$ cat src/rtl/pool4_result_sender.sv
// Layer-4 result sender: packs requantized pooled samples into 16-byte rows,
// strobes each row with maxflagin and pulses done4 after ROWS rows.
// Build option: define POOL4_SAT_EN to saturate narrowed samples to [-128, 127];
// otherwise the low 8 bits of the shifted value are kept.
module pool4_result_sender #(
   parameter int CH    = 16,
   parameter int ROWS  = 4,
   parameter int SHIFT = 4
) (
   input  logic        clk,
   input  logic        rst,
   input  logic        start,
   input  logic        pool_valid,
   input  logic [15:0] pool_data,
   output logic [7:0]  out41,
   output logic [7:0]  out42,
   output logic [7:0]  out43,
   output logic [7:0]  out44,
   output logic [7:0]  out45,
   output logic [7:0]  out46,
   output logic [7:0]  out47,
   output logic [7:0]  out48,
   output logic [7:0]  out49,
   output logic [7:0]  out410,
   output logic [7:0]  out411,
   output logic [7:0]  out412,
   output logic [7:0]  out413,
   output logic [7:0]  out414,
   output logic [7:0]  out415,
   output logic [7:0]  out416,
   output logic        maxflagin,
   output logic        done4,
   output logic        busy,
   output logic        drop_err
);

   localparam int RW = (ROWS > 1) ? $clog2(ROWS) : 1;

   typedef enum logic [1:0] {
      S_IDLE    = 2'd0,
      S_COLLECT = 2'd1,
      S_DONE    = 2'd2
   } state_t;

   state_t                 state_q, state_d;
   logic [3:0]             ch_cnt_q, ch_cnt_d;
   logic [RW-1:0]          row_cnt_q, row_cnt_d;
   logic [CH-1:0][7:0]     fill_q, fill_d;
   logic [CH-1:0][7:0]     lane_q, lane_d;
   logic                   maxflag_q, maxflag_d;
   logic                   done4_q, done4_d;
   logic                   busy_q, busy_d;
   logic                   drop_q, drop_d;
   logic                   start_ok_s;
   logic                   row_end_s;
   logic [7:0]             narrow_s;

   function automatic logic [7:0] narrow(input logic [15:0] x);
`ifdef POOL4_SAT_EN
      logic signed [15:0] sh;
      sh = $signed(x) >>> SHIFT;
      if (sh > 16'sd127) begin
         return 8'h7F;
      end else if (sh < -16'sd128) begin
         return 8'h80;
      end else begin
         return sh[7:0];
      end
`else
      return 8'($signed(x) >>> SHIFT);
`endif
   endfunction

   // A start seen while done4 is still high belongs to the finished run and is ignored.
   assign start_ok_s = start && !done4_q;
   assign row_end_s  = (state_q == S_COLLECT) && pool_valid && (ch_cnt_q == 4'(CH - 1));
   assign narrow_s   = narrow(pool_data);

   always_ff @(posedge clk or negedge rst) begin
      if (!rst) begin
         state_q <= S_IDLE;
      end else begin
         state_q <= state_d;
      end
   end

   always_comb begin
      state_d = state_q;
      case (state_q)
         S_IDLE: begin
            if (start_ok_s) state_d = S_COLLECT;
            else            state_d = S_IDLE;
         end
         S_COLLECT: begin
            if (row_end_s && (row_cnt_q == RW'(ROWS - 1))) state_d = S_DONE;
            else                                            state_d = S_COLLECT;
         end
         S_DONE:  state_d = S_IDLE;
         default: state_d = S_IDLE;
      endcase
   end

   always_comb begin
      ch_cnt_d  = ch_cnt_q;
      row_cnt_d = row_cnt_q;
      fill_d    = fill_q;
      lane_d    = lane_q;
      maxflag_d = 1'b0;
      drop_d    = drop_q;
      done4_d   = (state_q == S_DONE);
      case (state_q)
         S_IDLE: begin
            if (start_ok_s) begin
               ch_cnt_d  = 4'd0;
               row_cnt_d = '0;
            end else begin
               ch_cnt_d  = ch_cnt_q;
            end
            // A sample arriving with start is still discarded and keeps the error flag.
            drop_d = pool_valid | (drop_q & ~start_ok_s);
         end
         S_COLLECT: begin
            if (pool_valid) begin
               fill_d[ch_cnt_q] = narrow_s;
               if (ch_cnt_q == 4'(CH - 1)) begin
                  lane_d    = fill_d;
                  maxflag_d = 1'b1;
                  ch_cnt_d  = 4'd0;
                  row_cnt_d = row_cnt_q + RW'(1);
               end else begin
                  ch_cnt_d  = ch_cnt_q + 4'd1;
               end
            end else begin
               ch_cnt_d = ch_cnt_q;
            end
         end
         S_DONE: begin
            drop_d = drop_q | pool_valid;
         end
         default: begin
            drop_d = drop_q;
         end
      endcase
      busy_d = (state_d != S_IDLE) || done4_d;
   end

   always_ff @(posedge clk or negedge rst) begin
      if (!rst) begin
         ch_cnt_q  <= 4'd0;
         row_cnt_q <= '0;
         fill_q    <= '0;
         lane_q    <= '0;
         maxflag_q <= 1'b0;
         done4_q   <= 1'b0;
         busy_q    <= 1'b0;
         drop_q    <= 1'b0;
      end else begin
         ch_cnt_q  <= ch_cnt_d;
         row_cnt_q <= row_cnt_d;
         fill_q    <= fill_d;
         lane_q    <= lane_d;
         maxflag_q <= maxflag_d;
         done4_q   <= done4_d;
         busy_q    <= busy_d;
         drop_q    <= drop_d;
      end
   end

   assign out41     = lane_q[0];
   assign out42     = lane_q[1];
   assign out43     = lane_q[2];
   assign out44     = lane_q[3];
   assign out45     = lane_q[4];
   assign out46     = lane_q[5];
   assign out47     = lane_q[6];
   assign out48     = lane_q[7];
   assign out49     = lane_q[8];
   assign out410    = lane_q[9];
   assign out411    = lane_q[10];
   assign out412    = lane_q[11];
   assign out413    = lane_q[12];
   assign out414    = lane_q[13];
   assign out415    = lane_q[14];
   assign out416    = lane_q[15];
   assign maxflagin = maxflag_q;
   assign done4     = done4_q;
   assign busy      = busy_q;
   assign drop_err  = drop_q;

endmodule
$ cat config.mk
export PLATFORM = sky130hd
export DESIGN_NAME = pool4_result_sender
export DESIGN_NICKNAME = d
export VERILOG_FILES = /design/src/rtl/pool4_result_sender.sv
export SDC_FILE = /design/constraint.sdc
export NUM_CORES = 1
export LEC_CHECK = 0
export BUFFER_PORTS_ARGS = -buffer_cell sky130_fd_sc_hd__buf_4
export CAP_MARGIN = 40
export CORE_UTILIZATION = 55
export DETAILED_ROUTE_END_ITERATION = 16
export PLACE_DENSITY = 0.87
export SETUP_SLACK_MARGIN = 0.3
export SKIP_LAST_GASP = 1
export SYNTH_ARGS = -nofsm -noshare
export SYNTH_HDL_FRONTEND = slang
export SYNTH_SLANG_ARGS = --single-unit
$ cat constraint.sdc
create_clock -name clk -period 2.4 [get_ports clk]
set_input_delay 0.6 -clock clk [delete_from_list [all_inputs] [get_ports clk]]
set_output_delay 0.6 -clock clk [all_outputs]
set_load 0.05 [all_outputs]
==> metrics <==
die footprint 19240 µm²; post-route ant nets 0; Post-Route WL 21.33 mm; Pwr per Cell Area 1357 nW/µm²; crit path capture type register; number of global-route vias before repair 6398; initial antenna violation count 0; Slew headroom 65.43%; first-pass GRT wire length 35.09 mm; placed cells 984; Net Sw Frac 36.21%; HP Class in2async; RSZ-0062 raised after global routing true; # DRC 8; Pwr Total 0.01694 W; failing checks DRC, hold timing; DR WL/cell 20.63 µm; grt total ovfl 0; nets 813; measured slew at the worst slew-check pin 0.5179 ns; Area Growth Syn to Fin 21.50%; met3 wire length 1.084 mm; Worst-path clk slew 0.06 ns; Std-Cell Rows 49; Root Buffer clkbuf_16; starting density of the core 56.63%; WL met2 10.89 mm; syn avg cell area 16.03 µm²; Fin Setup TNS 0 ns; most frequent cells in the layout mux2_2, dfrtp_1, buf_4, clkbuf_16, nand3_1; Util after Layout 68.81%; gr usage total 23.07%; Mapped Area 10280 µm²; fin crit share 89.64%; Die X 138.7 µm; vias per cell 5.632; hold violation total from the final report 6; TritonCTS clock tree yes; final setup fails 0; H-tree Lvls 1; Biggest register fill_q; Clock Power Share 23.5%; non-filler cells, final 1034; Crit path arrival time 2.54 ns; CTS buffer count 26; layout cells sized above 1 60.25%; Seq/Total Area, Yosys 63.31%; Yosys reg bits 260; Final GP Congestion 0.9180; max FFs per register 120; MaxCap Viol Count 0; status finished with violations; clock skew 0.01164 ns; Cell variety after synth 31; Final HPWL DP 14.06 mm; Pre-antenna DRT Iters 12; clock latency at the later pin of the worst-skew pair 0.51 ns; Reg power frac 41.2%; Yosys Warn Count 0; DP Area 11580 µm²; worst endpoint required time 2.79 ns; maximum VDD drop 788.0 µV; via count 5824; Psw 0.006134 W; Worst setup SP type register; IO Pins 152; post-route cell area 12490 µm²; Top Layer Used met4; WS Path Type reg2reg; Cell Int Power 0.01081 W; Mapped Nets 666; Routed met1 length 9.010 mm; internal reg-to-reg setup slack 0.25 ns; maximum number of pins on one net before global-route repair 75; Logic pwr share 35.3%; core box area 18150 µm²; most common cell after layout, fill and taps aside mux2_2; CTS max path bufs 3; total clock sinks 260; initial drt markers 259; CP Max Fanout 8; fmax 464.8 MHz; count of final max-slew check failures 0; Die Y-Extent 138.7 µm; Min Clock Period, post-route 2.151 ns; Leak 6.183 nW; WHS -0.004455 ns; Port Buffers 143; number of inserted diodes 0; cells after synthesis 641
[per-layer routing]
layer | vias to the layer above | track usage [%]
met4 | 0 | 5.789
met1 | 3068 | 30.60
li1 | 2561 | -
met3 | 37 | 3.833
met5 | - | 0
met2 | 158 | 39.86
[final cells by class]
class                   instances  area [µm²]
flip-flops and latches        260        6506
fillers                      1208        5660
multi-input cells             337        3526
repair buffers                159        1301
clock buffers                  38       767.0
well taps                     229       286.5
clock inverters                 7       85.08
inverters                       4       15.01
[power groups by stage]
stage | Clock [W] | Sequential, W | Combinational, W
floorplan | 0 | 0.00898 | 0.00208
global placement | 0 | 0.00689 | 0.00578
detailed placement | 0 | 0.00704 | 0.00597
CTS | 0.00406 | 0.00698 | 0.00601
global route | 0.00424 | 0.00718 | 0.00629
finish | 0.00398 | 0.00697 | 0.00599
[metrics by stage]
step	setup slack, ns	hold WS, ns
after floorplan	0.4412	0.3044
after global placement	0.2110	0.4803
after detailed placement	0.1729	0.4889
after CTS	0.3004	0.0001662
after global routing	0.2027	0.01757
final	0.2487	-0.004455
[what timing repair did]
| item | in CTS | in global routing |
|---|---|---|
| gates resized for setup | 0 | 3 |
| hold buffers | 0 | 0 |
| pin swaps | 2 | 1 |
| buffers inserted | 3 | 2 |
| setup endpoints to repair | 131 | 215 |
[logic make-up (layout without fill, tap and decap cells)]
kind of cell    count (synthesis)  count (layout)  share of synthesized area [%]
simple gates                   48              48                          2.788
fa+ha+maj                       5               5                         0.6087
mux                           274             274                          30.01
buf+inv                        44             208                          2.581
compound gates                 10              10                         0.7062
flops                         260             260                          63.31
[synth_stat cells]
library cell	n	area share, %
nand4_1	1	0.061
nor2_1	3	0.11
nand2b_1	2	0.12
a21oi_1	2	0.097
and3_1	1	0.061
mux2i_1	1	0.097
nand2_1	4	0.15
buf_4	2	0.15
nor3_1	1	0.049
clkbuf_2	1	0.049
nor2b_1	2	0.12
inv_1	4	0.15
o211ai_1	2	0.15
ha_1	5	0.61
nand3b_1	1	0.073
o21bai_1	1	0.073
a22o_1	1	0.085
a31oi_1	1	0.061
o31ai_1	1	0.073
or4b_2	1	0.097
mux2_2	273	30
nor2_2	12	0.73
buf_6	11	1.2
nand4b_1	5	0.43
nand3_1	13	0.63
dfrtp_1	260	63
clkbuf_1	19	0.69
buf_2	7	0.34
or4_1	1	0.073
and3b_1	1	0.085
o2bb2ai_1	2	0.17
[critical path, cell delays in order, from the launching register on]
cell      delay [ns]
dfrtp_1         0.46
inv_1           0.14
ha_1            0.26
nand4b_1        0.27
nor2_2          0.49
mux2_2          0.40
[path summary, 6_finish.rpt]
path,from,to,cells past startpoint
max,ch_cnt_q[0],fill_q[64],5
min,rst,out411[6],1
max reg2reg,ch_cnt_q[0],fill_q[64],5
min reg2reg,fill_q[20],out43[4],1
max in group asynchronous,rst,out45[4],2
min in group clk,pool_valid,drop_err,2
(Power assumes the default switching activity.)
